$ cat config.mk
export PLATFORM = sky130hd
export DESIGN_NAME = uart_rx_framed
export DESIGN_NICKNAME = d
export VERILOG_FILES = /design/src/rtl/uart_rx_framed.sv
export SDC_FILE = /design/constraint.sdc
export NUM_CORES = 1
export LEC_CHECK = 0
export ABC_CLOCK_PERIOD_IN_PS = 4400
export CAP_MARGIN = 20
export CELL_PAD_IN_SITES_DETAIL_PLACEMENT = 1
export CELL_PAD_IN_SITES_GLOBAL_PLACEMENT = 2
export CORE_MARGIN = 2
export CORE_UTILIZATION = 41
export CTS_CLUSTER_DIAMETER = 50
export DETAILED_ROUTE_END_ITERATION = 10
export PLACE_DENSITY = 0.86
export REMOVE_ABC_BUFFERS = 1
export SLEW_MARGIN = 10
export SYNTH_ARGS = -nofsm -noshare
export SYNTH_HDL_FRONTEND = slang
export SYNTH_SLANG_ARGS = --single-unit
$ cat constraint.sdc
create_clock -name clk -period 4.4 [get_ports clk]
set_clock_uncertainty 0.15 [all_clocks]
set_input_delay 0.66 -clock clk [delete_from_list [all_inputs] [get_ports clk]]
set_output_delay 0.66 -clock clk [all_outputs]
set_load 0.01 [all_outputs]
$ cat src/rtl/uart_rx_framed.sv
// UART receiver: start-edge detection, mid-bit sampling, optional parity, 1-2 stop bits,
// and a valid/ack holding register with parity, framing and overrun flags.
`timescale 1ns/1ps
module uart_rx_framed #(
  parameter int DATA_BITS    = 8,
  parameter int CLKS_PER_BIT = 100,
  parameter int PARITY_EN    = 0,
  parameter int PARITY_ODD   = 0,
  parameter int STOP_BITS    = 1,
  parameter int LSB_FIRST    = 1
) (
  input  logic                 clk,
  input  logic                 reset,
  input  logic                 bsIn,
  input  logic                 dataAck,
  output logic [DATA_BITS-1:0] data,
  output logic                 dataValid,
  output logic                 parityErr,
  output logic                 frameErr,
  output logic                 overrun,
  output logic                 busy
);
  localparam int H  = CLKS_PER_BIT / 2;
  localparam int P  = (PARITY_EN != 0) ? 1 : 0;
  localparam int N  = DATA_BITS + P + STOP_BITS;
  localparam int BW = $clog2(N + 1);
  localparam int CW = $clog2(CLKS_PER_BIT);
  localparam logic [CW-1:0] CNT_HALF  = CW'(H - 1);
  localparam logic [CW-1:0] CNT_FULL  = CW'(CLKS_PER_BIT - 1);
  localparam logic [BW-1:0] LAST_DATA = BW'(DATA_BITS - 1);
  localparam logic [BW-1:0] LAST_BIT  = BW'(N - 1);
  localparam logic          PAR_REF   = (PARITY_ODD != 0);

  typedef enum logic [2:0] {IDLE, START, DATA, PARITY, STOP, WAITHI} state_t;

  state_t               state_reg;
  logic                 sync1_reg;
  logic                 rxs_reg;
  logic [CW-1:0]        cyc_cnt_reg;
  logic [BW-1:0]        bit_cnt_reg;
  logic [DATA_BITS-1:0] shift_reg;
  logic                 par_reg;
  logic                 ferr_reg;
  logic                 mid_bit;
  logic                 complete;
  logic                 frame_bad;

  // cyc_cnt_reg holds (cycles since last sample point) - 1
  assign mid_bit   = (cyc_cnt_reg == CNT_FULL);
  assign complete  = (state_reg == STOP) && mid_bit && (bit_cnt_reg == LAST_BIT);
  assign frame_bad = ferr_reg | ~rxs_reg;

  always_ff @(posedge clk or posedge reset) begin
    if (reset) begin
      sync1_reg <= 1'b1;
      rxs_reg   <= 1'b1;
    end else begin
      sync1_reg <= bsIn;
      rxs_reg   <= sync1_reg;
    end
  end

  always_ff @(posedge clk or posedge reset) begin
    if (reset) begin
      state_reg   <= IDLE;
      busy        <= 1'b0;
      cyc_cnt_reg <= '0;
      bit_cnt_reg <= '0;
      shift_reg   <= '0;
      par_reg     <= 1'b0;
      ferr_reg    <= 1'b0;
    end else begin
      case (state_reg)
        IDLE: begin
          cyc_cnt_reg <= '0;
          bit_cnt_reg <= '0;
          par_reg     <= 1'b0;
          ferr_reg    <= 1'b0;
          if (!rxs_reg) begin
            state_reg <= START;
            busy      <= 1'b1;
          end
        end
        START: begin
          if (cyc_cnt_reg == CNT_HALF) begin
            cyc_cnt_reg <= '0;
            if (rxs_reg) begin
              state_reg <= IDLE;
              busy      <= 1'b0;
            end else begin
              state_reg <= DATA;
            end
          end else begin
            cyc_cnt_reg <= cyc_cnt_reg + 1'b1;
          end
        end
        DATA: begin
          if (mid_bit) begin
            cyc_cnt_reg <= '0;
            bit_cnt_reg <= bit_cnt_reg + 1'b1;
            par_reg     <= par_reg ^ rxs_reg;
            if (LSB_FIRST != 0) shift_reg <= {rxs_reg, shift_reg[DATA_BITS-1:1]};
            else                shift_reg <= {shift_reg[DATA_BITS-2:0], rxs_reg};
            if (bit_cnt_reg == LAST_DATA) state_reg <= (P != 0) ? PARITY : STOP;
          end else begin
            cyc_cnt_reg <= cyc_cnt_reg + 1'b1;
          end
        end
        PARITY: begin
          if (mid_bit) begin
            cyc_cnt_reg <= '0;
            bit_cnt_reg <= bit_cnt_reg + 1'b1;
            par_reg     <= par_reg ^ rxs_reg;
            state_reg   <= STOP;
          end else begin
            cyc_cnt_reg <= cyc_cnt_reg + 1'b1;
          end
        end
        STOP: begin
          if (mid_bit) begin
            cyc_cnt_reg <= '0;
            bit_cnt_reg <= bit_cnt_reg + 1'b1;
            ferr_reg    <= frame_bad;
            // A bad stop bit means a break or line fault: wait for idle before rearming
            if (bit_cnt_reg == LAST_BIT) begin
              state_reg <= frame_bad ? WAITHI : IDLE;
              busy      <= frame_bad;
            end
          end else begin
            cyc_cnt_reg <= cyc_cnt_reg + 1'b1;
          end
        end
        WAITHI: begin
          if (rxs_reg) begin
            state_reg <= IDLE;
            busy      <= 1'b0;
          end
        end
        default: begin
          state_reg <= IDLE;
          busy      <= 1'b0;
        end
      endcase
    end
  end

  always_ff @(posedge clk or posedge reset) begin
    if (reset) begin
      data      <= '0;
      dataValid <= 1'b0;
      parityErr <= 1'b0;
      frameErr  <= 1'b0;
      overrun   <= 1'b0;
    end else if (complete) begin
      data      <= shift_reg;
      dataValid <= 1'b1;
      parityErr <= (P != 0) && (par_reg != PAR_REF);
      frameErr  <= frame_bad;
      if (dataValid && !dataAck) overrun <= 1'b1;
    end else if (dataAck && dataValid) begin
      dataValid <= 1'b0;
      parityErr <= 1'b0;
      frameErr  <= 1'b0;
      overrun   <= 1'b0;
    end
  end
endmodule

==> out/qor.csv <==
stage;metric;value;unit
outcome;outcome;finished, final reports clean;
timing;tns;0;ns
die;initial_core_util;42.7;%
finish;diodes;0;
logic_synthesis;synth_edf_count;0;
power;p_per_area;261;nW/um^2
power;clkPwrFrac;40.3;%
finish;final_common_cell;dfrtp_1;
worst_hold_path;hold_start;sync1_reg;
global_route;grt_max_degree;25;
worst_hold_path;hp-class;reg -> reg;
route;postRouteAntennaNets;0;
route;wl;4.56;mm
worst_hold_path;hold_depth;0;
clock_tree;postCtsHoldBufs;0;
finish;final_cell_mix;35 x dfrtp_1, 16 x nand2_1, 15 x clkdlybuf4s50_1;
power;p_sw;137;uW
finish;fin_nets;203;
logic_synthesis;synth.distinct_cells;59;
finish;drive_above_1_share;17.3;%
power;pwr-share-comb;2.0;%
worst_setup_path;crit_required;4.43;ns
clock_tree;cts_root_buf;clkbuf_8;
worst_hold_path;worstHoldEndpoint;rxs_reg;
worst_setup_path;reg2regPathDepth;3;
timing;worst_pin_slew;0.925;ns
power;p_leak;1.00;nW
worst_setup_path;crit_path_max_fanout;24;
finish;fin_cells;263;
power;power_frac_seq;57.7;%
clock_tree;path_clk_slew;0.08;ns
logic_synthesis;syn_area;2020;sq um
logic_synthesis;synthArstFlopShare;100;%
die;coreArea;4720;sq um
clock_tree;htree_levels;2;
clock_tree;clk_path_buf_depth;2;
logic_synthesis;avgSynthCellArea;11.0;sq um
timing;period_needed;2.63;ns
route;vias;1481;
finish;syn2layout_area_growth;12.8;%
die;die-area;5490;sq um
global_route;grt_pass1_wl;7.56;mm
global_route;groute.usage.overall;18.0;%
timing;timing_hold_violations_final;0;
power;internal_power;457;uW
timing;slew_headroom;37.9;%
global_route;antenna_found_initial;0;
placement;dp.cells;255;
worst_setup_path;crit_path_end_kind;flip-flop;
clock_tree;clock_latency;0.29;ns
global_route;overflow;0;
die;die_y;74.1;um
worst_setup_path;ff2ff_setup_slack;1.77;ns
die;rows;25;
timing;rsz0062_at_grt;no;
placement;io_buffers;15;
logic_synthesis;ys_warn_count;0;
route;drt_iter0_markers;76;
route;drc;0;
clock_tree;cts_tree;done;
worst_setup_path;startpoint_type;flip-flop;
logic_synthesis;synthFlopType;dfrtp_1;
timing;setup_viol;0;
worst_setup_path;crit_type;reg -> reg;
clock_tree;numCtsBuffers;5;
clock_tree;clock_sinks;37;
logic_synthesis;synthCells;183;
worst_setup_path;r2r_start;state_reg[2];
power;peakVddDrop;0.140;mV
clock_tree;cts_resized;0;
job;cap_violations;0;
route;routedWlPerCell;17.3;um
clock_tree;cts_setup_buffers;0;
worst_setup_path;cp.arrival;2.66;ns
timing;final_max_slew_viol_count;0;
timing;period_share;59.7;%
placement;dp_hpwl;3.28;mm
worst_setup_path;r2r-end;data[6];
timing;timing.fmax;381;MHz
logic_synthesis;ys_ff_latch;37;
global_route;grt_pass1_vias;1546;
power;p_sw_share;23.1;%
route;drt-pass1-iter-count;4;
route;via_per_inst;5.63;
logic_synthesis;ys_seq_area_share;46.1;%
die;die_w;74.1;um
die;pin_count;17;
placement;place_congestion;0.808;
timing;hold-worst-slack;0.219;ns
worst max-delay path by stage:
stage	start	to	slack [ns]	cells past startpoint
floorplan	state_reg[2]	data[6]	2.19	3
global placement	state_reg[2]	data[6]	1.92	3
detailed placement	state_reg[2]	data[6]	1.74	3
CTS	state_reg[2]	data[6]	1.77	3
global route	state_reg[2]	data[6]	1.59	3
finish	state_reg[2]	data[6]	1.77	3
power by group through the flow:
stage	combinational (mW)	sequential, mW	clock [mW]
5_1_grt	0.0138	0.343	0.263
6_report	0.0121	0.343	0.240
3_3_place_gp	0.0121	0.349	0
3_5_place_dp	0.0127	0.349	0
2_1_floorplan	0.00641	0.349	0
4_1_cts	0.0127	0.343	0.248
worst max-delay path, cell delays in order (launching register included):
cell and delay (ns):
dfrtp_1 0.82, nand4b_1 0.29, nor4_4 0.83, mux2_2 0.42
synth_stat cells (all sizes together) (2+ instances only):
| cell | count | share of area (%) |
|---|---|---|
| o211ai | 2 | 0.74 |
| o311a | 3 | 1.5 |
| clkbuf | 3 | 0.56 |
| nor2b | 2 | 0.62 |
| a222oi | 2 | 0.99 |
| dfstp | 2 | 2.6 |
| dfrtp | 35 | 43 |
| xor2 | 5 | 2.2 |
| buf | 8 | 3.1 |
| and3 | 2 | 0.68 |
| nor2 | 8 | 1.9 |
| nand4b | 2 | 1.6 |
| nand2 | 16 | 3.0 |
| ha | 4 | 2.5 |
| inv | 8 | 1.5 |
| mux2 | 17 | 11 |
| and2 | 3 | 0.99 |
| o21ai | 12 | 3.2 |
| nor4 | 3 | 1.7 |
| nor3 | 9 | 2.7 |
| nand4 | 3 | 0.93 |
| or2 | 3 | 0.93 |
| a21oi | 9 | 2.2 |
metal layers:
metal  share of wire (%)  wire length, um  global-route usage (%)  vias up
li1                    -                -                       -      685
met1                  44             2010                    22.2      751
met2                  51             2330                    31.6       36
met3                 3.5              161                    3.93        9
met4                 1.3               61                    5.25        0
met5                   0                0                       0        -
kinds of logic after synthesis:
group	synth area share, %
adder cells (fa/ha/maj)	2.48
AO/OA/AOI/OAI	16.1
AND/OR/NAND/NOR	16.7
flip-flops	46.1
other	0.186
XOR/XNOR	2.17
multiplexers	11.1
buffers and inverters	5.15
layout make-up:
type / count / area (sq um)
clock buffer: 5 / 68.8
clock inverter: 3 / 21.3
fill: 515 / 2450
inverter: 8 / 30.0
multi-input combinational: 127 / 983
sequential: 37 / 928
tap: 67 / 83.8
timing repair buffer: 16 / 158
per-stage QoR:
step	cell area [sq um]	utilization (%)	worst slack (ns)	total power [mW]
4_1_cts	2270	48.1	1.77	0.604
6_report	2270	48.1	1.77	0.594
3_3_place_gp	2180	46.2	1.92	0.361
5_1_grt	2270	48.1	1.59	0.619
2_1_floorplan	1940	-	2.19	0.355
3_5_place_dp	2180	46.2	1.74	0.362
Power figures use the tool's default switching activity.
